[config.mk]
export PLATFORM = sky130hd
export DESIGN_NAME = matmul_ctrl_flat
export DESIGN_NICKNAME = d
export VERILOG_FILES = /design/src/rtl/matmul_ctrl_if.sv /design/src/rtl/matmul_ctrl.sv /design/src/flat_wrapper.sv
export SDC_FILE = /design/constraint.sdc
export NUM_CORES = 1
export LEC_CHECK = 0
export ABC_AREA = 1
export CAP_MARGIN = 5
export CORE_UTILIZATION = 50
export DETAILED_ROUTE_END_ITERATION = 6
export PLACE_DENSITY = 0.9
export SKIP_LAST_GASP = 1
export SLEW_MARGIN = 25
export SYNTH_ARGS = -nofsm -noshare
export SYNTH_HDL_FRONTEND = slang
export SYNTH_SLANG_ARGS = --single-unit
[constraint.sdc]
create_clock -name clk_i -period 3.61 [get_ports clk_i]
set_clock_uncertainty 0.05 [all_clocks]
set_input_delay 0.722 -clock clk_i [delete_from_list [all_inputs] [get_ports clk_i]]
set_output_delay 0.722 -clock clk_i [all_outputs]
set_load 0.02 [all_outputs]
[src/rtl/matmul_ctrl_if.sv]
// APB slave bus bundle for the matrix-multiply controller.
interface matmul_ctrl_if #(
  parameter int BUS_WIDTH  = 32,
  parameter int ADDR_WIDTH = 16
);
  logic                   psel_i;
  logic                   penable_i;
  logic                   pwrite_i;
  logic [BUS_WIDTH/8-1:0] pstrb_i;
  logic [BUS_WIDTH-1:0]   pwdata_i;
  logic [ADDR_WIDTH-1:0]  paddr_i;
  logic                   pready_o;
  logic                   pslverr_o;
  logic [BUS_WIDTH-1:0]   prdata_o;

  // Controller side of the bus.
  modport slave (
    input  psel_i, penable_i, pwrite_i, pstrb_i, pwdata_i, paddr_i,
    output pready_o, pslverr_o, prdata_o
  );

  // Bus-master side (CPU bridge or testbench).
  modport master (
    output psel_i, penable_i, pwrite_i, pstrb_i, pwdata_i, paddr_i,
    input  pready_o, pslverr_o, prdata_o
  );
endinterface

[src/rtl/matmul_ctrl.sv]
// Matrix-multiply sequencer: APB register block plus an FSM that clears the
// systolic engine, feeds K operand slices, waits out the array skew and then
// writes back N result rows.
//
// Engine handshakes (feed and writeback) use strict valid/ready: a transfer
// happens on a rising edge where valid and ready are both high; once valid is
// raised, valid and its payload (k or row) stay fixed until that transfer or
// until an abort/reset returns the FSM to IDLE.
module matmul_ctrl #(
  parameter int BUS_WIDTH  = 32,
  parameter int ADDR_WIDTH = 16,
  parameter int MAX_DIM    = 4
) (
  input  logic              clk_i,
  input  logic              rst_i,
  matmul_ctrl_if.slave      apb,
  output logic              busy_o,
  output logic              feed_valid_o,
  input  logic              feed_ready_i,
  output logic [1:0]        feed_k_o,
  output logic              wb_valid_o,
  input  logic              wb_ready_i,
  output logic [1:0]        wb_row_o,
  output logic              eng_clear_o,
  output logic [2:0]        state_o
);

  // Drain counter must hold N+M-2 for the largest dimensions.
  localparam int DRAIN_W = $clog2(2 * MAX_DIM);

  localparam logic [2:0] S_IDLE  = 3'd0;
  localparam logic [2:0] S_CLEAR = 3'd1;
  localparam logic [2:0] S_FEED  = 3'd2;
  localparam logic [2:0] S_DRAIN = 3'd3;
  localparam logic [2:0] S_WB    = 3'd4;
  localparam logic [2:0] S_DONE  = 3'd5;

  localparam logic [ADDR_WIDTH-1:0] ADDR_CONTROL = ADDR_WIDTH'(8'h00);
  localparam logic [ADDR_WIDTH-1:0] ADDR_STATUS  = ADDR_WIDTH'(8'h04);
  localparam logic [ADDR_WIDTH-1:0] ADDR_CYCLES  = ADDR_WIDTH'(8'h08);

  logic [2:0]         state;
  logic [1:0]         n_m1;
  logic [1:0]         k_m1;
  logic [1:0]         m_m1;
  logic [1:0]         k_cnt;
  logic [1:0]         row_cnt;
  logic [DRAIN_W-1:0] drain_cnt;
  logic [15:0]        cyc_cnt;
  logic [15:0]        cycles_reg;
  logic               done_flag;
  logic               aborted_flag;

  logic busy;
  logic acc;
  logic hit_ctrl;
  logic hit_status;
  logic hit_cycles;
  logic start_bit;
  logic abort_bit;
  logic acc_err;
  logic ctrl_wr;
  logic start_acc;
  logic abort_acc;
  logic status_w1c;
  logic [BUS_WIDTH-1:0] rdata;
  logic unused_bits;

  assign busy = (state != S_IDLE);

  // Bus decode. Unaligned addresses never match an aligned register and so
  // fall into the unmapped error case.
  assign acc        = apb.psel_i & apb.penable_i;
  assign hit_ctrl   = (apb.paddr_i == ADDR_CONTROL);
  assign hit_status = (apb.paddr_i == ADDR_STATUS);
  assign hit_cycles = (apb.paddr_i == ADDR_CYCLES);
  assign start_bit  = apb.pstrb_i[0] & apb.pwdata_i[0];
  assign abort_bit  = apb.pstrb_i[0] & apb.pwdata_i[7];

  // START while busy is an error unless ABORT rides along, in which case the
  // write is a legal abort (ABORT wins).
  assign acc_err = ~(hit_ctrl | hit_status | hit_cycles)
                 | (apb.pwrite_i & hit_cycles)
                 | (apb.pwrite_i & hit_ctrl & start_bit & ~abort_bit & busy);

  assign ctrl_wr    = acc & apb.pwrite_i & hit_ctrl & apb.pstrb_i[0] & ~acc_err;
  assign start_acc  = ctrl_wr & apb.pwdata_i[0] & ~busy;
  assign abort_acc  = ctrl_wr & apb.pwdata_i[7] & busy;
  assign status_w1c = acc & apb.pwrite_i & hit_status & apb.pstrb_i[0] & ~acc_err;

  // Only byte 0 of the write data and strobes carries meaning.
  assign unused_bits = ^{apb.pwdata_i[BUS_WIDTH-1:8], apb.pstrb_i[BUS_WIDTH/8-1:1]};

  // Read mux: data only during a good read access, zero otherwise.
  always_comb begin
    rdata = '0;
    if (acc && !apb.pwrite_i && !acc_err) begin
      if (hit_ctrl) begin
        rdata = BUS_WIDTH'({m_m1, k_m1, n_m1, 1'b0});
      end else if (hit_status) begin
        rdata = BUS_WIDTH'({aborted_flag, done_flag, busy});
      end else if (hit_cycles) begin
        rdata = BUS_WIDTH'(cycles_reg);
      end
    end
  end

  assign apb.pready_o  = acc;
  assign apb.pslverr_o = acc & acc_err;
  assign apb.prdata_o  = rdata;

  assign busy_o       = busy;
  assign eng_clear_o  = (state == S_CLEAR);
  assign feed_valid_o = (state == S_FEED);
  assign feed_k_o     = k_cnt;
  assign wb_valid_o   = (state == S_WB);
  assign wb_row_o     = row_cnt;
  assign state_o      = state;

  // Dimension fields: writable only while idle so a running job never sees
  // its shape change underneath it.
  always_ff @(posedge clk_i) begin
    if (rst_i) begin
      n_m1 <= '0;
      k_m1 <= '0;
      m_m1 <= '0;
    end else if (ctrl_wr && !busy) begin
      n_m1 <= apb.pwdata_i[2:1];
      k_m1 <= apb.pwdata_i[4:3];
      m_m1 <= apb.pwdata_i[6:5];
    end
  end

  // Sequencer FSM with its k/row/drain counters and the operation cycle count.
  always_ff @(posedge clk_i) begin
    if (rst_i) begin
      state     <= S_IDLE;
      k_cnt     <= '0;
      row_cnt   <= '0;
      drain_cnt <= '0;
      cyc_cnt   <= '0;
    end else begin
      case (state)
        S_IDLE: begin
          if (start_acc) begin
            state   <= S_CLEAR;
            k_cnt   <= '0;
            row_cnt <= '0;
            cyc_cnt <= 16'd1;
          end
        end
        S_CLEAR: begin
          state <= S_FEED;
        end
        S_FEED: begin
          if (feed_ready_i) begin
            if (k_cnt == k_m1) begin
              state     <= S_DRAIN;
              // N+M-1 drain cycles, counted down to zero inclusive.
              drain_cnt <= DRAIN_W'(n_m1) + DRAIN_W'(m_m1);
            end else begin
              k_cnt <= k_cnt + 2'd1;
            end
          end
        end
        S_DRAIN: begin
          if (drain_cnt == '0) begin
            state <= S_WB;
          end else begin
            drain_cnt <= drain_cnt - 1'b1;
          end
        end
        S_WB: begin
          if (wb_ready_i) begin
            if (row_cnt == n_m1) begin
              state <= S_DONE;
            end else begin
              row_cnt <= row_cnt + 2'd1;
            end
          end
        end
        S_DONE: begin
          state <= S_IDLE;
        end
        default: begin
          state <= S_IDLE;
        end
      endcase

      // Count every busy cycle up to and including DONE, saturating.
      if (busy && state != S_DONE && cyc_cnt != 16'hFFFF) begin
        cyc_cnt <= cyc_cnt + 16'd1;
      end

      if (abort_acc) begin
        state <= S_IDLE;
      end
    end
  end

  // Sticky status flags and the completed-operation cycle count.
  always_ff @(posedge clk_i) begin
    if (rst_i) begin
      done_flag    <= 1'b0;
      aborted_flag <= 1'b0;
      cycles_reg   <= '0;
    end else begin
      if (status_w1c) begin
        if (apb.pwdata_i[1]) done_flag    <= 1'b0;
        if (apb.pwdata_i[2]) aborted_flag <= 1'b0;
      end
      // Setting DONE is placed after the clear so that it wins a collision.
      if (state == S_DONE && !abort_acc) begin
        done_flag  <= 1'b1;
        cycles_reg <= cyc_cnt;
      end
      if (abort_acc) begin
        aborted_flag <= 1'b1;
      end
    end
  end

endmodule

[src/flat_wrapper.sv]
// flat-port wrapper written by rule: the top's interface ports become plain ports
module matmul_ctrl_flat 
#(
  parameter int BUS_WIDTH  = 32,
  parameter int ADDR_WIDTH = 16,
  parameter int MAX_DIM    = 4
)
  (clk_i, rst_i, busy_o, feed_valid_o, feed_ready_i, feed_k_o, wb_valid_o, wb_ready_i, wb_row_o, eng_clear_o, state_o, apb_psel_i, apb_penable_i, apb_pwrite_i, apb_pstrb_i, apb_pwdata_i, apb_paddr_i, apb_pready_o, apb_pslverr_o, apb_prdata_o);
  matmul_ctrl_if #(.BUS_WIDTH(BUS_WIDTH), .ADDR_WIDTH(ADDR_WIDTH)) apb_i ();
  input  logic clk_i;
  input  logic rst_i;
  output logic busy_o;
  output logic feed_valid_o;
  input  logic feed_ready_i;
  output logic [1:0] feed_k_o;
  output logic wb_valid_o;
  input  logic wb_ready_i;
  output logic [1:0] wb_row_o;
  output logic eng_clear_o;
  output logic [2:0] state_o;
  input wire logic [$bits(apb_i.psel_i)-1:0] apb_psel_i;
  input wire logic [$bits(apb_i.penable_i)-1:0] apb_penable_i;
  input wire logic [$bits(apb_i.pwrite_i)-1:0] apb_pwrite_i;
  input wire logic [$bits(apb_i.pstrb_i)-1:0] apb_pstrb_i;
  input wire logic [$bits(apb_i.pwdata_i)-1:0] apb_pwdata_i;
  input wire logic [$bits(apb_i.paddr_i)-1:0] apb_paddr_i;
  output wire logic [$bits(apb_i.pready_o)-1:0] apb_pready_o;
  output wire logic [$bits(apb_i.pslverr_o)-1:0] apb_pslverr_o;
  output wire logic [$bits(apb_i.prdata_o)-1:0] apb_prdata_o;
  assign apb_i.psel_i = apb_psel_i;
  assign apb_i.penable_i = apb_penable_i;
  assign apb_i.pwrite_i = apb_pwrite_i;
  assign apb_i.pstrb_i = apb_pstrb_i;
  assign apb_i.pwdata_i = apb_pwdata_i;
  assign apb_i.paddr_i = apb_paddr_i;
  assign apb_pready_o = apb_i.pready_o;
  assign apb_pslverr_o = apb_i.pslverr_o;
  assign apb_prdata_o = apb_i.prdata_o;
  matmul_ctrl #(.BUS_WIDTH(BUS_WIDTH), .ADDR_WIDTH(ADDR_WIDTH), .MAX_DIM(MAX_DIM)) u_core (.clk_i(clk_i), .rst_i(rst_i), .apb(apb_i), .busy_o(busy_o), .feed_valid_o(feed_valid_o), .feed_ready_i(feed_ready_i), .feed_k_o(feed_k_o), .wb_valid_o(wb_valid_o), .wb_ready_i(wb_ready_i), .wb_row_o(wb_row_o), .eng_clear_o(eng_clear_o), .state_o(state_o));
endmodule
* Word level (Yosys, flattened, before mapping)
Cells that the tools add are included.
** Cells by class
- Equality and inequality tests :: 20
- Reduce and logical (&&, ||, !) cells :: 31
- $add $sub $neg :: 5
- Bitwise gates (word level) :: 28
- Muxes and demuxes :: 31
** Operators with widths (number)
- $mux W32 :: 3
- $mux W16 :: 4
- $mux W3 :: 9
- $and A1 B1 Y1 :: 20
- $reduce_bool A2 Y1 :: 9
- $add A16 B1 Y16 const B :: 1
- $eq A16 B3 Y1 const B :: 1
- $eq A16 B4 Y1 const B :: 1
- $logic_not A16 Y1 :: 1
- $ne A16 B16 Y1 const B :: 1
- $pmux W3 S5 :: 1
- $ne A2 B1 Y1 const B :: 6
- $reduce_and A4 Y1 :: 3
- $mux W2 :: 5
- $pmux W2 S2 :: 2
- $eq A3 B2 Y1 const B :: 2
- $eq A3 B3 Y1 const B :: 2
- $logic_and A1 B1 Y1 :: 6
- $logic_not A3 Y1 :: 2
- $mux W1 :: 6
- $ne A2 B2 Y1 const B :: 3
- $pmux W3 S2 :: 1
- $reduce_and A2 Y1 :: 3
- $reduce_and A6 Y1 :: 1
- other kinds (11) :: 22
** Storage, ports and cells
- Logic and storage cells :: 126
- Bits in registers :: 50
- Output and inout port bits :: 45

* Logic depth before layout (Yosys ltp)
Gate-level depths: netlist of run 1.
- Depth after elaboration :: 14
- Depth in mapped cells :: 14
- Gate-level depth less buffers :: 13

* Worst setup path before layout of run 1
No wires, ideal clock.
- Path kind :: input -> output
- From :: input port apb_paddr_i[15]
- To :: output port apb_prdata_o[0]
- Stages on the path :: 9
- Setup slack :: 0.722 ns
- Data required time :: 2.838 ns
- Path buffers :: 0
- Data arrival time :: 2.116 ns
- Cells stage by stage :: nor2_1 > nand2_1 > nor2_4 > nand2_1 > nand2_1 > nor2_2 > nor2_8 > nand3_2 > a211oi_1
** Between the ends
- Longest elaborated chain between the ends :: 9
- Elaborated cells on any way between the ends :: 19
- Those cells by class :: 2 x eq/ne; 4 x mux; 10 x bitwise; 3 x reduce/logical
** Ends and longest elaborated chain
- start, declared :: RTL line flat_wrapper.sv:26 : input wire logic [$bits(apb_i.paddr_i)-1:0] apb_paddr_i;
- $logic_not A16 Y1 / $eq A16 B3 Y1 (equally long branches) :: RTL line matmul_ctrl.sv:74, matmul_ctrl.sv:75
- $and A1 B1 Y1 / $or A1 B1 Y1 (equally long branches) (2 in series) :: RTL line matmul_ctrl.sv:84, matmul_ctrl.sv:82
- $and A1 B1 Y1 / $not A1 Y1 (equally long branches) :: RTL line matmul_ctrl.sv:84, matmul_ctrl.sv:82
- $and A1 B1 Y1 / $or A1 B1 Y1 (equally long branches) :: RTL line matmul_ctrl.sv:84, matmul_ctrl.sv:83
- $or A1 B1 Y1 :: RTL line matmul_ctrl.sv:84 : | (apb.pwrite_i & hit_ctrl & start_bit & ~abort_bit & busy);
- $logic_not A1 Y1 :: RTL line matmul_ctrl.sv:97 : if (acc && !apb.pwrite_i && !acc_err) begin
- $logic_and A1 B1 Y1 :: RTL line matmul_ctrl.sv:97
- $mux W32 (*) :: RTL line matmul_ctrl.sv:97
- end, declared :: RTL line flat_wrapper.sv:29 : output wire logic [$bits(apb_i.prdata_o)-1:0] apb_prdata_o;
Every way passes the cells marked *; elsewhere a longest branch is shown, timed or not.

* Final worst setup path of run 1
- From :: input port apb_paddr_i[3]
- To :: output port apb_prdata_o[8]
The elaborated chain is that of the path after synthesis.

==> qor.txt, run 1 <==
Outcome - finished clean
Clk sinks - 50
Max Cap Viol - 0
Top delay family on crit path - buffers and inverters
Most common cell on crit path - nor2_1
Slowest-stage cell, CP - clkdlybuf4s50_1
Core area - 5956 sq um
Starting DRT DRC Count - 227
Pwr/cell area - 403.3 nW/um^2
Post-CTS Setup Repair Bufs - 0
DR vias - 3210
Setup violations, final - 0
Die footprint - 6515 sq um
Syn Area/Cell - 6.677 sq um
Critical path required time - 2840 ps
F_max - 0.2944 GHz
Worst path arrival time - 2620 ps
Horiz. Die Dim - 80.72 microns
HPWL after DPL - 5.641 mm
# IOs - 104
Avg WL per Cell - 12.65 microns
Total power - 1527 uW
Commonest non-fill, non-tap cell in the layout - nand2_1
Final hold violation count - 0
CTS buffer count - 5
Layout cells sized above 1 - 0.1078
Crit-path cells - clkdlybuf4s50_1 -> inv_1 -> nor2_1 -> nand2_1 -> nor2_1 -> nand2_1 -> inv_2 -> nor2_2 -> nor2_8 -> nand3_4 -> buf_4 -> nor2_1 -> dlygate4sd2_1
CTS tree - done
Number of cell rows - 28
Sequential area share after synthesis - 0.3231
Clock period minus final worst setup slack - 3397 ps
Most frequent cells in the layout - 81 x nand2_1, 75 x nor2_1, 50 x nand3_1, 50 x dfxtp_1, 43 x clkdlybuf4s50_1
Worst Path Max Fanout - 9
GRT overflow - 0
Critical path buffer and inverter count - 5
Port bufs - 60
Initial Utilization - 0.5202
Slew @ Worst Pin - 745.0 ps
Synth Instances - 464
Slew HR - 0.5028
Max clock buf depth - 2
HP Class - reg -> reg
Via/cell ratio - 5.315
Worst-path clk slew - 80 ps
CP Capture Type - output port
CP max stage delay - 510 ps
Hold buffer count at cts - 0
Root Buffer Master - clkbuf_8
Pre-antenna DRT Iters - 5
H-tree Lvls - 2
Vias in the first global route - 3034
GPL Wtd Cong - 0.9574
Largest net degree at the start of global routing - 29
Setup repair after global routing missed its margin - no
Critical path type - in -> out
VDD IR max - 0.3658 mV
Leakage power - 0.001525 uW
Synth Warn # - 0
Setup WS post-layout - 213.2 ps
Final net count - 593
CP startpoint kind - primary input
P&R area growth vs syn - 22.21%
Global-route wire length before repair - 12.70 mm
DRC viols - 0
Final worst path period share - 0.9409
Slew Viols, Final - 0
Syn Std Cell Area - 3098 sq um
Initial antenna violation count - 0
Diodes inserted - 0
#FFs+latches synth - 50
DRT antenna net count - 0
Layout fillers - 502
Synth unique cells - 36
Post-placement setup slack - -137.9 ps
WL final - 7.643 mm
GR Util All Layers - 0.2492
Die height - 80.72 microns
Clk_lat worst skew - 300 ps
[worst register-to-register path, stage by stage, from the launching register on]
cell	delay, ps
dfxtp_1	390
ha_1	200
nand4_1	180
nor2_2	170
nand2_1	120
nor2_2	150
nand3_1	110
nand2_2	300
inv_2	210
nand3_1	120
a21oi_1	70
[worst paths after layout]
check                            startpoint                              to  slack, ps  cells past startpoint
max                          apb_paddr_i[3]                 apb_prdata_o[8]        210                     13
min           u_core.done_flag$_SDFFE_PP0P_   u_core.done_flag$_SDFFE_PP0P_        440                      2
max reg2reg  u_core.cyc_cnt[0]$_SDFFE_PP0P_  u_core.cyc_cnt[3]$_SDFFE_PP0P_       1410                     10
min reg2reg   u_core.done_flag$_SDFFE_PP0P_   u_core.done_flag$_SDFFE_PP0P_        440                      2
[routing by layer]
metal	track usage	wire [microns]	up-vias
met5	0	0	-
met4	0.1179	175	0
met3	0.04318	436	19
met2	0.4559	3835	123
met1	0.2772	3195	1462
li1	-	-	1606
[cell families (layout without fill, tap and decap cells)]
group           after synthesis  in the layout  synth area share
compound gates               72             72            0.1216
xor+xnor                      8              8           0.02262
fa+ha+maj                     5              5           0.02262
buf+inv                      71            121            0.1167
flops                        50             50            0.3231
other cells                   1             16          0.001210
simple gates                257            257            0.3922
[power breakdown]
| part | leakage (uW) | switching [uW] | internal, uW |
|---|---|---|---|
| combinational | 0.00108 | 388 | 205 |
| sequential | 0.000403 | 38.5 | 586 |
| clock | 0.0000383 | 175 | 134 |
| total | 0.00152 | 602 | 925 |
[per-stage QoR]
| step | util | setup TNS, ps | area, sq um | hold WS, ps | cells |
|---|---|---|---|---|---|
| 3_3_place_gp | 0.6263 | -999.6 | 3730 | 414.1 | 597 |
| 3_5_place_dp | 0.6263 | -1484 | 3730 | 425.7 | 597 |
| 6_report | 0.6357 | 0 | 3786 | 441.8 | 604 |
| 2_1_floorplan | - | 0 | 3154 | 404.0 | 479 |
| 5_1_grt | 0.6357 | 0 | 3786 | 455.1 | 604 |
| 4_1_cts | 0.6357 | 0 | 3786 | 440.1 | 604 |
[final cells by class]
cell class,instances,area (sq um),area share
clock buffers,7,76.32,0.02016
repair buffers,70,648.1,0.1712
multi-input cells,358,1799,0.4752
well taps,75,93.84,0.02479
flip-flops and latches,50,1001,0.2644
inverters,44,167.7,0.04428
[Yosys cell counts]
master    count  share of area
o21ai_0      22          0.036
inv_1        40          0.048
o21ai_1       9          0.015
conb_1        1         0.0012
fa_1          1         0.0065
xor2_1        2         0.0057
nor4_1        1         0.0020
a31oi_1       3         0.0061
buf_2         2         0.0032
dfxtp_1      50           0.32
nor2_1       75          0.091
nand3b_1      1         0.0024
nand2_1      81          0.098
nor2_8        1         0.0065
and3_1        1         0.0020
inv_4         1         0.0020
nor3_1        8          0.013
buf_4        16          0.039
o21bai_1      1         0.0024
nand2_2       5          0.010
nand4_4       1         0.0069
a21oi_1      33          0.053
nand3_2       1         0.0032
nor2_2       14          0.028
nand4_1       5          0.010
nand3_1      50          0.081
nand2_4       1         0.0036
nand3_4       1         0.0057
nor2_4        4          0.015
xnor2_1       6          0.017
clkbuf_1      5         0.0061
buf_6         4          0.015
or2_2         7          0.014
a211oi_1      4         0.0097
inv_2         3         0.0036
ha_1          4          0.016
[what timing repair did]
item                                   CTS  global route
setup endpoints to repair               16            10
gates resized for setup                 16             9
endpoints found under the hold margin    0             0
(Power assumes the default switching activity.)
==> run 2, diff against run 1 <==
CORE_ASPECT_RATIO = 2   (was unset)
==> qor.txt, run 2 (synthesis gave the netlist of run 1 again) <==
Final worst path period share - 0.9537 (+0.01277)
GRT busiest layer - met2
Most frequent cells in the layout - 81 x nand2_1, 75 x nor2_1, 50 x nand3_1, 50 x dfxtp_1, 43 x clkdlybuf4s50_1
R2R depth - 10 (unchanged)
Worst-path clk slew - 60 ps (-20 ps)
Hold path start - u_core.cycles_reg[1]$_SDFFE_PP0P_
Vias in the first global route - 3362 (+11%)
Total power - 1693 uW (+11%)
DRC viols - 10 (+10)
Clk sinks - 50 (unchanged)
Core area - 6006 sq um (+0.84%)
Initial antenna violation count - 0 (unchanged)
H-tree Lvls - 2 (unchanged)
# IOs - 104 (unchanged)
Largest net degree at the start of global routing - 28 (-3.4%)
GPL Wtd Cong - 0.9064 (-5.3%)
Clk pwr share - 0.268 (+0.065)
Port bufs - 60 (unchanged)
Non-Filler Instances - 593 (-1.8%)
Number of cell rows - 40 (+43%)
CP Capture Type - output port
Hold Path Depth - 2 (unchanged)
F_max - 0.2905 GHz (-1.3%)
Comb pwr share - 0.365 (-0.023)
Internal - 1046 uW (+13%)
Pwr/cell area - 436.9 nW/um^2 (+8.3%)
GRT overflow - 0 (unchanged)
Leakage power - 0.001589 uW (+4.2%)
Max Cap Viol - 0 (unchanged)
Failing checks - DRC
Worst Path Max Fanout - 12 (+3)
Horiz. Die Dim - 57.66 microns (-29%)
Worst R2R Start - u_core.cyc_cnt[0]$_SDFFE_PP0P_
Global-route wire length before repair - 14.14 mm (+11%)
Worst R2R Setup Slack - 1330 ps (-80 ps)
Via/cell ratio - 5.575 (+4.9%)
Clock period minus final worst setup slack - 3443 ps (+46.09 ps)
GR Util All Layers - 0.2737 (+0.02449)
Final net count - 594 (+0.17%)
Layout fillers - 517 (+3.0%)
Final hold violation count - 0 (unchanged)
DR vias - 3306 (+3.0%)
Setup repair after global routing missed its margin - no
Initial Utilization - 0.5158 (-0.004335)
Outcome - complete, but fails checks
Die height - 113.3 microns (+40%)
Root Buffer Master - clkbuf_16
Met3 usage - 0.04000 (-0.003182)
Cells after DPL - 586 (-1.8%)
Diodes inserted - 0 (unchanged)
Switching power - 647.1 uW (+7.5%)
HP Class - reg -> reg
Setup violations, final - 0 (unchanged)
Starting DRT DRC Count - 211 (-7.0%)
Commonest non-fill, non-tap cell in the layout - nand2_1
Slew Viols, Final - 0 (unchanged)
Worst path arrival time - 2670 ps (+50 ps)
VDD IR max - 0.2152 mV (-41%)
Post-CTS Setup Repair Bufs - 0 (unchanged)
Critical path required time - 2840 ps (about the same)
Switching Share - 0.3822 (-0.01200)
P&R area growth vs syn - 25.08%
HPWL after DPL - 6.437 mm (+14%)
Worst Hold End - u_core.cycles_reg[1]$_SDFFE_PP0P_
Hold buffer count at cts - 0 (unchanged)
Avg WL per Cell - 14.38 microns (+14%)
Max clock buf depth - 2 (unchanged)
Pre-antenna DRT Iters - 7 (+2)
Met2 usage - 0.5202 (+0.06422)
CP startpoint kind - primary input
Met1 Use GR - 0.2511 (-0.02617)
Clk_lat worst skew - 290 ps (about the same)
Final instance area - 3875 sq um (+2.3%)
CTS buffer count - 5 (unchanged)
DRT antenna net count - 0 (unchanged)
WL final - 8.525 mm (+12%)
Layout cells sized above 1 - 0.1075 (-0.0002033)
CTS tree - done
Critical path type - in -> out
Dpl cell area - 3747 sq um (+0.47%)
Reg2Reg Capture Point - u_core.cyc_cnt[10]$_SDFFE_PP0P_
Sequential Power Share - 0.367 (-0.042)
Die footprint - 6534 sq um (+0.29%)
[run 2: cell types whose count changed in the layout (fill, tap and decap cells not counted), sizes merged]
cell | previous run | this run
clkinvlp | 0 | 2
dlymetal6s2s | 1 | 2
buf | 10 | 11
clkbuf | 10 | 5
dlygate4sd2 | 12 | 14
[run 2: worst max path at each step]
stage          depth (start not counted)             from              end
2_1_floorplan                          9  apb_paddr_i[15]  apb_prdata_o[0]
3_3_place_gp                          13   apb_paddr_i[3]  apb_prdata_o[3]
3_5_place_dp                          13   apb_paddr_i[3]  apb_prdata_o[5]
4_1_cts                               12   apb_paddr_i[3]  apb_prdata_o[4]
5_1_grt                               13   apb_paddr_i[3]  apb_prdata_o[5]
6_report                              13   apb_paddr_i[3]  apb_prdata_o[3]
[run 2: layout make-up]
| type | instances | area, sq um | share of cell area |
|---|---|---|---|
| repair buffers | 71 | 695.7 | 0.1795 |
| inverters | 44 | 167.7 | 0.04327 |
| clock buffers | 5 | 125.1 | 0.03229 |
| multi-input cells | 358 | 1792 | 0.4624 |
| flip-flops and latches | 50 | 1001 | 0.2583 |
| clock inverters | 2 | 15.01 | 0.003875 |
| well taps | 63 | 78.83 | 0.02034 |
[run 2: power groups by stage]
stage          Combinational, uW  Clock (uW)  Sequential (uW)
2_1_floorplan                425           0              646
3_3_place_gp                 580           0              631
3_5_place_dp                 605           0              633
4_1_cts                      613         456              621
5_1_grt                      672         484              626
6_report                     618         454              621
[run 2: metrics by stage]
| stage | hold slack, ps | util | setup WS (ps) | TNS (ps) |
|---|---|---|---|---|
| 6_report | 432.8 | 0.6452 | 167.2 | 0 |
| 5_1_grt | 456.9 | 0.6452 | 0.1825 | 0 |
| 4_1_cts | 437.7 | 0.6442 | 25.97 | 0 |
| 3_5_place_dp | 422.3 | 0.6240 | -138.9 | -1209 |
| 3_3_place_gp | 413.8 | 0.6240 | -59.48 | -358.0 |
| 2_1_floorplan | 404.0 | - | 722.2 | 0 |
[run 2: what timing repair did]
item | in CTS | in global routing
endpoints found under the setup margin | 15 | 3
resized for setup | 15 | 3
gates cloned | 0 | 0
[run 2: layer usage]
layer | part of all wire | up-vias
li1 | - | 1603
met1 | 0.33 | 1519
met2 | 0.56 | 141
met3 | 0.055 | 43
met4 | 0.051 | 0
met5 | 0 | -
[run 2: critical path, stage by stage]
cell and delay (ps):
clkdlybuf4s50_1 500, inv_1 50, nor2_1 80, nand2_1 50, nor2_1 140, nand2_1 100
inv_2 70, nor2_2 60, nor2_8 80, nand3_2 140, buf_12 190, a21oi_1 150
dlygate4sd2_1 350
